### src/rtl/ni_output_unit.sv
// Transmit half of the PE network interface: arbitrates read responses, output
// activations and a one-shot finish notice into 36-bit flits under credit flow control.
module ni_output_unit #(
  parameter int         CREDITS       = 4,
  parameter int         RESP_DEPTH    = 4,
  parameter logic [3:0] INFO_RD_RESP  = 4'd6,
  parameter logic [3:0] INFO_ACT_OUT  = 4'd7,
  parameter logic [3:0] INFO_FIN_COMP = 4'd5
) (
  input  logic        clk,
  input  logic        rst,
  input  logic [5:0]  PE_IDX,
  input  logic        rd_resp_valid,
  input  logic [7:0]  rd_resp_dst,
  input  logic [5:0]  rd_resp_addr,
  input  logic [15:0] rd_resp_data,
  output logic        rd_resp_rdy,
  input  logic        out_act_valid,
  input  logic [15:0] out_act_addr,
  input  logic [15:0] out_act_data,
  output logic        out_act_rdy,
  input  logic        comp_fin,
  input  logic        downstream_credit,
  output logic        out_data_valid,
  output logic [35:0] out_data,
  output logic        fin_sent
);

  localparam int AW = (RESP_DEPTH > 1) ? $clog2(RESP_DEPTH) : 1;
  localparam int CW = $clog2(CREDITS + 1);
  localparam logic [CW-1:0] CRED_MAX = CW'(CREDITS);
  localparam logic SRC_RESP = 1'b0;
  localparam logic SRC_ACT  = 1'b1;

  typedef struct packed {
    logic [7:0]  dst;
    logic [5:0]  addr;
    logic [15:0] data;
  } resp_t;

  resp_t          mem [RESP_DEPTH];
  resp_t          head;
  logic [AW:0]    wr_ptr, rd_ptr;
  logic           empty, full, push, pop;
  logic [CW-1:0]  credit;
  logic           can_send, send;
  logic           rr_ptr;
  logic           fin_pend;
  logic           gnt_resp, gnt_act, gnt_fin;
  logic [35:0]    flit;

  // Extra pointer bit distinguishes full from empty when indices match.
  assign empty = (wr_ptr == rd_ptr);
  assign full  = (wr_ptr[AW] != rd_ptr[AW]) && (wr_ptr[AW-1:0] == rd_ptr[AW-1:0]);
  assign rd_resp_rdy = !full;
  assign push  = rd_resp_valid && !full;
  assign pop   = gnt_resp;
  assign head  = mem[rd_ptr[AW-1:0]];

  always_ff @(posedge clk) begin
    if (push) mem[wr_ptr[AW-1:0]] <= '{dst: rd_resp_dst, addr: rd_resp_addr, data: rd_resp_data};
  end

  always_ff @(posedge clk) begin
    if (rst) begin
      wr_ptr <= '0;
      rd_ptr <= '0;
    end else begin
      if (push) wr_ptr <= wr_ptr + 1'b1;
      if (pop)  rd_ptr <= rd_ptr + 1'b1;
    end
  end

  assign can_send = (credit != '0);

  // FIN only goes out once both data sources are idle so it trails all prior traffic.
  always_comb begin
    gnt_resp = 1'b0;
    gnt_act  = 1'b0;
    gnt_fin  = 1'b0;
    if (can_send) begin
      if (!empty && out_act_valid) begin
        if (rr_ptr == SRC_ACT) gnt_act  = 1'b1;
        else                   gnt_resp = 1'b1;
      end else if (!empty)       gnt_resp = 1'b1;
      else if (out_act_valid)    gnt_act  = 1'b1;
      else if (fin_pend)         gnt_fin  = 1'b1;
    end
  end

  assign send        = gnt_resp || gnt_act || gnt_fin;
  assign out_act_rdy = gnt_act;

  always_comb begin
    flit = '0;
    if (gnt_resp)     flit = {INFO_RD_RESP, head.dst, 1'b1, head.addr, 1'b0, head.data};
    else if (gnt_act) flit = {INFO_ACT_OUT, out_act_addr, out_act_data};
    else if (gnt_fin) flit = {INFO_FIN_COMP, 10'b0, PE_IDX, 16'h0000};
  end

  // A credit return that would overflow the counter is a router fault and is dropped.
  always_ff @(posedge clk) begin
    if (rst) begin
      credit <= CRED_MAX;
    end else begin
      case ({downstream_credit, send})
        2'b10:   if (credit != CRED_MAX) credit <= credit + 1'b1;
        2'b01:   credit <= credit - 1'b1;
        default: credit <= credit;
      endcase
    end
  end

  always_ff @(posedge clk) begin
    if (rst) begin
      rr_ptr <= SRC_RESP;
    end else if (gnt_resp) begin
      rr_ptr <= SRC_ACT;
    end else if (gnt_act) begin
      rr_ptr <= SRC_RESP;
    end
  end

  always_ff @(posedge clk) begin
    if (rst) begin
      fin_pend <= 1'b0;
      fin_sent <= 1'b0;
    end else if (gnt_fin) begin
      fin_pend <= 1'b0;
      fin_sent <= 1'b1;
    end else if (comp_fin && !fin_pend && !fin_sent) begin
      fin_pend <= 1'b1;
    end
  end

  always_ff @(posedge clk) begin
    if (rst) begin
      out_data_valid <= 1'b0;
      out_data       <= '0;
    end else begin
      out_data_valid <= send;
      out_data       <= flit;
    end
  end

endmodule

### config.mk
export PLATFORM = sky130hd
export DESIGN_NAME = ni_output_unit
export DESIGN_NICKNAME = d
export VERILOG_FILES = /design/src/rtl/ni_output_unit.sv
export SDC_FILE = /design/constraint.sdc
export NUM_CORES = 1
export LEC_CHECK = 0
export ABC_AREA = 0
export BUFFER_PORTS_ARGS = -buffer_cell sky130_fd_sc_hd__buf_2
export CORE_MARGIN = 2
export CORE_UTILIZATION = 60
export DETAILED_ROUTE_END_ITERATION = 7
export PLACE_DENSITY_LB_ADDON = 0.3
export SYNTH_ARGS = -nofsm -noshare
export SYNTH_HDL_FRONTEND = slang
export SYNTH_SLANG_ARGS = --single-unit
### constraint.sdc
create_clock -name clk -period 5.8 [get_ports clk]
set_clock_uncertainty 0.1 [all_clocks]
set_input_delay 0.87 -clock clk [delete_from_list [all_inputs] [get_ports clk]]
set_output_delay 0.87 -clock clk [all_outputs]
set_load 0.005 [all_outputs]
# Word level (Yosys, flattened, before mapping)
# Memory sizes are Yosys's and may differ from the RTL's. A register that Yosys moved wholly into a read port is not among the register bits.
# Cells that the tools add are included.
dict set report word_totals {
  register_bits 49
  ramBits 120
  input_bits 74
  output_inout_bits 40
  wordCells 65
  mem_count 1
}
# memory words word_bits read_ports rd_ports_with_merged_regs write_ports line
set memory_table {}
lappend memory_table {mem 4 30 1 1 1 41} ;# resp_t mem [RESP_DEPTH];
dict set report op_classes {
  n_addsub 4
  n_eq_ne 7
  n_mux 25
  n_reduce_logical 18
}
# op count
set ops {}
lappend ops {{35-bit 2-to-1 mux} 3}
lappend ops {{1-bit 2-to-1 mux} 18}
lappend ops {{3-bit by 1-bit adder with 3-bit output, second input constant} 3}
lappend ops {{3-bit case mux with 2 select lines} 1}
lappend ops {{1-bit logical AND} 5}
lappend ops {{1-bit logical NOT} 4}
lappend ops {{2-bit 2-to-1 mux} 2}
lappend ops {{2-bit nonzero test} 2}
lappend ops {{2-bit OR reduction} 2}
lappend ops {{3-bit equality test} 1}
lappend ops {{3-bit 2-to-1 mux} 1}
lappend ops {{3-bit inequality test, second input constant} 1}
lappend ops {{3-bit nonzero test} 1}
lappend ops {{3-bit OR reduction} 1}
lappend ops {{3-bit by 1-bit subtractor with 3-bit output, second input constant} 1}
lappend ops {{2-bit by 1-bit equality test with 1-bit output, second input constant} 1}
lappend ops {{2-bit equality test} 1}
lappend ops {{2-bit equality test, second input constant} 1}
lappend ops {{1-bit logical OR} 2}
lappend ops {{2-bit inequality test, second input constant} 1}
lappend ops {{2-bit AND reduction} 1}
lappend ops {{1-bit inequality test} 1}

# Longest topological paths before layout
# Gate-level depths: netlist of run 1.
dict set report depth {
  word_depth 10
  mapped_depth 8
  mapped_depth_nobuf 7
}

# Least setup slack after synthesis of run 1
# OpenSTA, ideal clock, no wires.
dict set report synth_path {
  path_kind {input to register}
  from {input port out_act_valid}
  to {register credit[1]}
  setup_time_ns 0.074
  arrival_time_ns 2.440
  required_ns 5.626
  path_slack_ns 3.185
  path_stages 7
  path_buffers 1
  path_cell_list {nor2_1 > nor4b_2 > buf_6 > or3_1 > fa_1 > a221o_1 > a31oi_1}
}
dict set report synth_via {
  elab_chain_len 9
  elab_cells_between_ends 19
  classes_between {eq/ne (3); mux (11); reduce/logical (5)}
}
# element line
set synth_rtl {}
lappend synth_rtl {{from (decl)} 18} ;# input logic out_act_valid,
lappend synth_rtl {{1-bit 2-to-1 mux} 86} ;# else if (out_act_valid) gnt_act = 1'b1;
lappend synth_rtl {{1-bit 2-to-1 mux} 85} ;# end else if (!empty) gnt_resp = 1'b1;
lappend synth_rtl {{1-bit 2-to-1 mux} 82} ;# if (!empty && out_act_valid) begin
lappend synth_rtl {{1-bit 2-to-1 mux} 81} ;# if (can_send) begin
lappend synth_rtl {{1-bit logical OR} 91} ;# assign send = gnt_resp || gnt_act || gnt_fin;
lappend synth_rtl {{1-bit logical OR (*)} 91}
lappend synth_rtl {{2-bit equality test / 2-bit by 1-bit equality test with 1-bit output (equally long branches)} 106} ;# case ({downstream_credit, send})
lappend synth_rtl {{2-bit inequality test (no line) / 2-bit nonzero test (equally long branches)} n/a}
lappend synth_rtl {{2-bit AND reduction (no line)} n/a}
lappend synth_rtl {{to (signal assigned)} 107} ;# 2'b10: if (credit != CRED_MAX) credit <= credit + 1'b1;
lappend synth_rtl {{to (signal assigned)} 108} ;# 2'b01: credit <= credit - 1'b1;
lappend synth_rtl {{to (signal assigned)} 109} ;# default: credit <= credit;
lappend synth_rtl {{to (decl)} 45} ;# logic [CW-1:0] credit;
# Mark *: on every way between the ends. The rest lies on a longest branch, timed or not.
# A chain may end at the register's enable or synchronous reset.

# Worst setup path after layout of run 1
dict set report layout_path {
  from {register credit[0]}
  to {output port out_act_rdy}
}
dict set report layout_via {
  elab_chain_len 2
}
# element line
set layout_rtl {}
lappend layout_rtl {{3-bit nonzero test} 74} ;# assign can_send = (credit != '0);
lappend layout_rtl {{1-bit 2-to-1 mux} 81}
lappend layout_rtl {{to (decl)} 21} ;# output logic out_act_rdy,
# Every way passes these cells.

==> run metrics, run 1 <==
status finished clean; worst reg2reg setup slack 2.87 ns; first-pass GRT wire length 20660 µm; vias in the first global route 4008; WS Path Type reg -> out; WP buf/inv 3; post-layout net count 610; Max-slew headroom 0.1677; Setup Buffers After CTS 0; arrival time worst endpoint 2.00 ns; Critical Path, Cell by Cell or3_1, buf_4, nand2_1, o21bai_1, inv_1, buf_2; Num CTS Buffers 17; DP Wirelength 8203 µm; grt ovf 0; die width 108.7 µm; initial antenna violation count 0; top-area cell type share of the netlist area 0.5482; crit-path leading delay family simple AND/OR/NAND/NOR gates; post-route setup TNS 0 ns; cell count of the worst hold path 2; VDD IR max 0.3023 mV; Mapped Nets 497; Post-synth EDFFs 120; row cnt 38; post-synthesis area per instance 15.76 µm²; Startpoint Class register; post-route clock period utilization 0.5119; Clock Tree Root clkbuf_8; Hold/Removal Path Class reg -> reg; Critical Path RT 4.83 ns; Starting Density 0.6118; most frequent cells in the layout edfxtp_1 (120), buf_2 (112), dfxtp_1 (49); I/O pin cnt 114; Routed WL per cell 19.58 µm; CP endpoint kind output pin; ys flop type edfxtp_1; Critical Path Max Stage Delay 0.38 ns; post-synthesis sequential area ratio 0.7004; share of layout cells above drive strength 1 0.3462; R2R cell count 7; Final Max Slew Viols 0; hold path endpoint fin_sent; endpoints failing setup 0; I/O Buffers 112; total vias in the final route 3994; RSZ-0062 raised after global routing no; Crit Path Max Fanout 33; routability cong. 0.7331; Final Hold Fails 0; maxcap violations 0; FMAX 0.3368 GHz; mapped cell area 6574 µm²; CTS tree built; DRC errors left 0; worst-skew pair later-pin latency 0.53 ns; Final ANT Viol Nets 0; clock transition at the registers of the reported paths 0.06 ns; CP Depth 6; worst slew pin tran 1.248 ns; Synth Register Bits 170; area grow syn2layout 19.38%; ant diodes 0; r2r endpoint credit[1]; YS warnings 0; most common cell after layout, fill and taps aside edfxtp_1; DR iter-0 viols 277; final worst path period need 2.969 ns; first-pass iteration count of the detailed router 7; power per cell area 477.8 nW/µm²; H-tree depth 4; Core Box Area 10750 µm²; routed wire length 13370 µm; FFs w/ async S/R, synth 0; Resized cells post-CTS 0; Die Height 108.7 µm; Synth area leaders edfxtp_1 (55%), dfxtp_1 (15%), mux4_2 (10%); largest net degree at the start of global routing 34; die footprint 11810 µm²; CP max stage cell or3_1; Clock Path Buffers 2; cts hold-fix bufs 0; number of distinct library cells after synthesis 45; all-layer global routing usage 0.2432; reg-to-reg startpoint wr_ptr[1]; drt via density 5.848; # clock sinks 170; top cell type by total area after synthesis edfxtp_1; Hold WS 0.3869 ns; Pleak 2.908 nW; min-delay src fin_sent; Post-Synthesis Cells 417
## cells in the mapped netlist (2+ instances only)
cell	instances
xor2_2	3
nor2_1	10
buf_2	5
nand2_1	3
edfxtp_1	120
o21ai_1	4
o31a_1	2
and2_1	4
nand2b_1	2
inv_1	20
o21ai_0	25
a21oi_1	33
nor3_1	6
clkbuf_1	14
mux2i_1	2
xnor2_1	4
o32ai_1	2
dfxtp_1	50
ha_1	5
or3_1	5
o221ai_1	5
mux4_2	30
nand3_1	36
buf_6	2
buf_4	5
## cells by family after synthesis
family	after synthesis	synth area share
xor gates and xnor gates	7	0.01275
adders and majority gates	6	0.01256
muxes	33	0.1075
and+or+nand+nor	72	0.05938
DFF	170	0.7004
other	1	0.0005704
buffers and inverters	46	0.03236
AOI/OAI and AO/OA	82	0.07442
## worst min-delay path: cells and delay by family, from the launching register on
kind | cells | cell delay (ns)
flops | 1 | 0.31
buf+inv | 1 | 0.07
compound gates | 1 | 0.06
## registers in the layout, summed over array words and instances (netlist names), named ones only
name / flops
credit: 3
fin_pend: 1
fin_sent: 1
mem: 120
out_data: 35
out_data_valid: 1
rd_ptr: 3
rr_ptr: 1
wr_ptr: 3
## layout make-up
cell class / count / area (µm²)
clock buffer: 21 / 439.2
inverter: 20 / 75.07
timing repair buffer: 120 / 620.6
tap: 140 / 175.2
fill: 699 / 2898
clock inverter: 11 / 168.9
multi-input combinational: 201 / 1763
sequential: 170 / 4606
## worst max-delay path by stage
stage / from / endpoint / slack (ns)
after floorplan: out_act_valid / credit[1] / 3.19
after global placement: out_act_valid / credit[1] / 2.69
after detailed placement: out_act_valid / credit[1] / 2.53
after CTS: credit[0] / out_act_rdy / 2.82
after global routing: wr_ptr[1] / credit[1] / 2.67
final: credit[0] / out_act_rdy / 2.83
## report_power, final
| part | switching [mW] | internal, mW | total, mW | leakage (nW) |
|---|---|---|---|---|
| sequential | 0.0918 | 1.47 | 1.56 | 1.51 |
| combinational | 0.599 | 0.432 | 1.03 | 1.11 |
| clock | 0.443 | 0.711 | 1.15 | 0.286 |
## per-layer routing
metal	track usage	part of all wire
met5	0	0
met4	0.1108	0.020
met3	0.05678	0.064
met2	0.3920	0.51
met1	0.3181	0.41
## through the flow
stage               instances  setup slack, ns  power, mW  instance area (µm²)    util
floorplan                 417            3.185      2.300                 6574       -
global placement          651            2.692      2.579                 7239  0.6737
detailed placement        651            2.530      2.617                 7239  0.6737
CTS                       683            2.823      3.769                 7848  0.7303
global route              683            2.666      3.932                 7848  0.7303
finish                    683            2.831      3.749                 7848  0.7303
Power figures use the tool's default switching activity.
==> run 2, diff against run 1 <==
Settings changed: CORE_UTILIZATION 60 to 50.
Clock period 5.8 ns to 2.7 ns, I/O delays scaled along.
==> run metrics, run 2 (same netlist as run 1, synthesis figures left out) <==
status finished clean; Hold/Removal Path Class in -> reg; H-tree depth 4 (unchanged); routed wire length 13720 µm (+2.6%); WP buf/inv 0 (-3); worst reg2reg setup slack 0.26 ns (-2.61 ns); power per cell area 1027 nW/µm² (+110%); Critical path origin wr_ptr[0]; Hold WS 0.09634 ns (-0.2905 ns); most common cell after layout, fill and taps aside edfxtp_1; drt via density 5.558 (-5.0%); routability cong. 0.7916 (+8.0%); first-pass iteration count of the detailed router 5 (-2); clock transition at the registers of the reported paths 0.06 ns (about the same); area grow syn2layout 21.81%; ant diodes 0 (unchanged); CP Depth 6 (unchanged); Setup Buffers After CTS 0 (unchanged); post-route clock period utilization 0.9021; # clock sinks 170 (unchanged); all-layer global routing usage 0.2058 (-0.03740); Clock Path Buffers 2 (unchanged); first-pass GRT wire length 21590 µm (+4.5%); I/O pin cnt 114 (unchanged); grt ovf 0 (unchanged); Routed WL per cell 18.90 µm (-3.4%); cts hold-fix bufs 0 (unchanged); Startpoint Class register; CTS tree built; R2R cell count 6 (-1); Critical Path, Cell by Cell xor2_2, nor4b_2, or3_1, fa_1, a221o_1, a31oi_1; die width 118.7 µm (+9.2%); WS Path Type reg -> reg; largest net degree at the start of global routing 33 (-2.9%); endpoints failing setup 0 (unchanged); Die Height 118.7 µm (+9.2%); max FFs per register 120 (unchanged); maxcap violations 0 (unchanged); most frequent cells in the layout edfxtp_1 (120), buf_2 (112), dfxtp_1 (49); Resized cells post-CTS 0 (unchanged); post-route setup TNS 0 ns (unchanged); crit-path leading delay family adder cells; Max-slew headroom 0.4702 (+0.3025); final setup margin 0.2643 ns (-2.567 ns); DR iter-0 viols 352 (+27%); FMAX 0.4106 GHz; total vias in the final route 4035 (+1.0%); worst slew pin tran 0.7947 ns (-0.4537 ns); CP endpoint kind register; Critical Path Max Stage Delay 0.49 ns (+0.11 ns); vias in the first global route 4090 (+2.0%); post-layout net count 621 (+1.8%); RSZ-0062 raised after global routing no; Final ANT Viol Nets 0 (unchanged); Num CTS Buffers 17 (unchanged); initial antenna violation count 0 (unchanged); arrival time worst endpoint 2.68 ns (+0.68 ns); share of layout cells above drive strength 1 0.3610 (+0.01479); Starting Density 0.5167 (-0.09506); reg-to-reg startpoint wr_ptr[0]; Final Hold Fails 0 (unchanged); Final Max Slew Viols 0 (unchanged); die footprint 14080 µm² (+19%); worst-skew pair later-pin latency 0.43 ns (-0.10 ns); cell count of the worst hold path 1 (-1); Critical Path Sink credit[1]; I/O Buffers 112 (unchanged); row cnt 41 (+7.9%); Core Box Area 12720 µm² (+18%); DRC errors left 0 (unchanged); DP Wirelength 8698 µm (+6.0%); CP max stage cell fa_1; Pleak 2.981 nW (+2.5%); final worst path period need 2.436 ns; Clock Tree Root clkbuf_16; worst slack, placed 0.2926 ns (-2.237 ns); r2r endpoint credit[1]; Critical Path RT 2.95 ns (-1.88 ns); Crit Path Max Fanout 7 (-79%); FILL cells 966 (+38%); VDD IR max 0.4591 mV (+52%)
==> run 2: cell count changes in the layout (fill, tap and decap cells not counted) <==
cell and delta:
buf_4 +10, clkbuf_1 -2, clkbuf_8 -2, clkinv_1 +2
and2_1 -1, and2_2 +1, buf_12 +1, bufinv_16 +1
clkbuf_16 +1, clkinv_2 +1, inv_6 -1
==> run 2: cell type report <==
cell class	instances	area, µm²	area share
well taps	172	215.2	0.02687
flip-flops and latches	170	4606	0.5752
clock buffers	18	429.2	0.05359
inverters	20	75.07	0.009375
clock inverters	14	202.7	0.02531
repair buffers	131	715.7	0.08937
multi-input cells	201	1764	0.2203
==> run 2: worst min-delay path by stage <==
stage,startpoint,endpoint,slack (ns)
after floorplan,fin_sent,fin_sent,0.36
after global placement,fin_sent,fin_sent,0.36
after detailed placement,fin_sent,fin_sent,0.37
after CTS,rd_resp_data[9],mem[2][9],0.08
after global routing,rd_resp_data[9],mem[0][9],0.09
final,rd_resp_data[14],mem[2][14],0.1
==> run 2: metal layers <==
layer,GRT usage,vias to the layer above,part of all wire
li1,-,1850,-
met1,0.2517,2060,0.41
met2,0.3556,110,0.53
met3,0.04923,15,0.048
met4,0.07515,0,0.014
met5,0,-,0
==> run 2: through the flow <==
| step | power, mW | utilization | area [µm²] | std cells |
|---|---|---|---|---|
| finish | 8.222 | 0.6294 | 8008 | 726 |
| global route | 8.601 | 0.6294 | 8008 | 726 |
| CTS | 8.293 | 0.6294 | 8008 | 726 |
| detailed placement | 5.715 | 0.5798 | 7376 | 694 |
| global placement | 5.654 | 0.5798 | 7376 | 694 |
| floorplan | 4.940 | - | 6574 | 417 |
==> run 2: where the power goes <==
| part | total (mW) | internal, mW | switching [mW] | leakage (nW) |
|---|---|---|---|---|
| logic | 2.32 | 1.00 | 1.32 | 1.17 |
| registers | 3.34 | 3.16 | 0.175 | 1.51 |
| clock network | 2.57 | 1.63 | 0.940 | 0.298 |
| total | 8.22 | 5.79 | 2.43 | 2.98 |
==> run 3, diff against run 2 <==
Settings changed: CORE_UTILIZATION 50 to 60.
Clock period 2.7 ns to 3.1 ns, I/O delays scaled along.
==> run metrics, run 3 (same netlist as run 1, synthesis figures left out) <==
grt ovf 0 (unchanged); first-pass GRT wire length 21410 µm (-0.83%); cts hold-fix bufs 0 (unchanged); register share of total power 0.408 (+0.002); max FFs per register 120 (unchanged); power per cell area 901.6 nW/µm² (-12%); area grow syn2layout 20.50%; vias in the first global route 4130 (+0.98%); I/O Buffers 112 (unchanged); met2 wire len 7232 µm (-0.34%); Starting Density 0.6118 (+0.09506); Final ANT Viol Nets 0 (unchanged); worst-skew pair later-pin latency 0.51 ns (+0.08 ns); wl on met1 5245 µm (-6.6%); post-layout net count 615 (-0.97%); Final Max Slew Viols 0 (unchanged); H-tree depth 4 (unchanged); Critical Path RT 3.39 ns (+0.44 ns); status finished clean; routability cong. 0.7867 (-0.62%); r2r endpoint credit[2]; Core Box Area 10750 µm² (-16%); arrival time worst endpoint 2.78 ns (+0.10 ns); total vias in the final route 4103 (+1.7%); final worst path period need 2.495 ns (+0.05914 ns); DRC errors left 0 (unchanged); FMAX 0.4008 GHz (-2.4%); clock share of power 0.314 (+0.002); post-route clock period utilization 0.8048 (-0.09732); endpoints failing setup 0 (unchanged); worst reg2reg setup slack 0.61 ns (+0.34 ns); die width 108.7 µm (-8.4%); all-layer global routing usage 0.2494 (+0.04368); Startpoint Class register; die footprint 11810 µm² (-16%); initial antenna violation count 1 (+1); worst slew pin tran 0.5133 ns (-0.2814 ns); Pleak 2.954 nW (-0.92%); R2R cell count 7 (+1); P_sw 2.127 mW (-12%); Final Hold Fails 0 (unchanged); Num CTS Buffers 17 (unchanged); post-route setup TNS 0 ns (unchanged); largest net degree at the start of global routing 33 (unchanged); # clock sinks 170 (unchanged); Hold WS 0.06885 ns (-0.02749 ns); Top Metal Used met5; routed wire length 13830 µm (+0.80%); CP endpoint kind register; drt via density 5.964 (+7.3%); I/O pin cnt 114 (unchanged); Logic pwr share 0.278 (-0.004); Max-slew headroom 0.6563 (+0.1861); most common cell after layout, fill and taps aside edfxtp_1; Net Sw Frac 0.2978 (+0.002196); reg-to-reg startpoint wr_ptr[1]; DP Wirelength 8098 µm (-6.9%); most frequent cells in the layout edfxtp_1 (120), buf_2 (112), dfxtp_1 (49); Clock Path Buffers 2 (unchanged); WS Path Type reg -> reg; Resized cells post-CTS 0 (unchanged); hold path endpoint out_data[23]; RSZ-0062 raised after global routing no; CTS tree built; ant diodes 0 (unchanged); DR iter-0 viols 427 (+21%); share of layout cells above drive strength 1 0.3522 (-0.008821); Die Height 108.7 µm (-8.4%); row cnt 38 (-7.3%); Routed WL per cell 20.11 µm (+6.4%); VDD IR max 0.5338 mV (+16%); first-pass iteration count of the detailed router 6 (+1); cell count of the worst hold path 3 (+2); maxcap violations 0 (unchanged); Crit Path Max Fanout 7 (unchanged); clock transition at the registers of the reported paths 0.06 ns (about the same); Int Power 5.015 mW (-13%); min-delay src out_act_addr[7]; Setup Buffers After CTS 0 (unchanged); met3 WL 1094 µm (+66%); Hold/Removal Path Class in -> reg; Clock Tree Root clkbuf_8
## run 3: changes by cell type in the layout (fill, tap and decap cells not counted), sizes merged
cell | previous run | this run
clkinvlp | 3 | 1
buf | 131 | 125
clkbuf | 18 | 20
## run 3: power groups by stage
stage | clock (mW) | sequential, mW | combinational (mW)
floorplan | 0 | 2.93 | 1.37
global placement | 0 | 2.94 | 1.92
detailed placement | 0 | 2.96 | 1.97
CTS | 2.26 | 2.92 | 2.00
global route | 2.36 | 2.95 | 2.17
finish | 2.24 | 2.91 | 1.98
## run 3: worst max path at each step
| stage | endpoint | start | slack, ns | cells after the start |
|---|---|---|---|---|
| 3_3_place_gp | credit[1] | wr_ptr[0] | 0.76 | 6 |
| 4_1_cts | out_act_rdy | wr_ptr[1] | 0.59 | 5 |
| 5_1_grt | out_act_rdy | wr_ptr[0] | 0.44 | 5 |
| 6_report | credit[2] | wr_ptr[1] | 0.61 | 7 |
| 2_1_floorplan | credit[1] | wr_ptr[0] | 0.67 | 7 |
| 3_5_place_dp | credit[1] | wr_ptr[1] | 0.64 | 6 |
## run 3: area by class of cell
| class | count | area, µm² |
|---|---|---|
| sequential | 170 | 4606 |
| timing repair buffer | 125 | 670.6 |
| multi-input combinational | 201 | 1763 |
| clock inverter | 12 | 196.4 |
| tap | 140 | 175.2 |
| inverter | 20 | 75.07 |
| fill | 671 | 2824 |
| clock buffer | 20 | 435.4 |
## run 3: routing by layer
layer  up-vias  track usage
li1       1838            -
met1      2040       0.3171
met2       201       0.4196
met3        22      0.05559
met4         2       0.1026
met5         -            0
## run 3: metrics by stage
step | power (mW) | worst slack, ns | utilization | instance area, µm² | instances
finish | 7.142 | 0.6052 | 0.7372 | 7921 | 688
global route | 7.481 | 0.4361 | 0.7372 | 7921 | 688
CTS | 7.180 | 0.5935 | 0.7372 | 7921 | 688
detailed placement | 4.932 | 0.6439 | 0.6784 | 7289 | 656
global placement | 4.868 | 0.7589 | 0.6784 | 7289 | 656
floorplan | 4.303 | 0.6708 | - | 6574 | 417
## run 3: worst max-delay path: stages, from the launching register on
cell,delay (ns)
dfxtp_1,0.48
xor2_2,0.40
nor4b_2,0.11
or3_1,0.36
fa_1,0.41
nor2_1,0.19
and4bb_2,0.25
o32ai_1,0.08
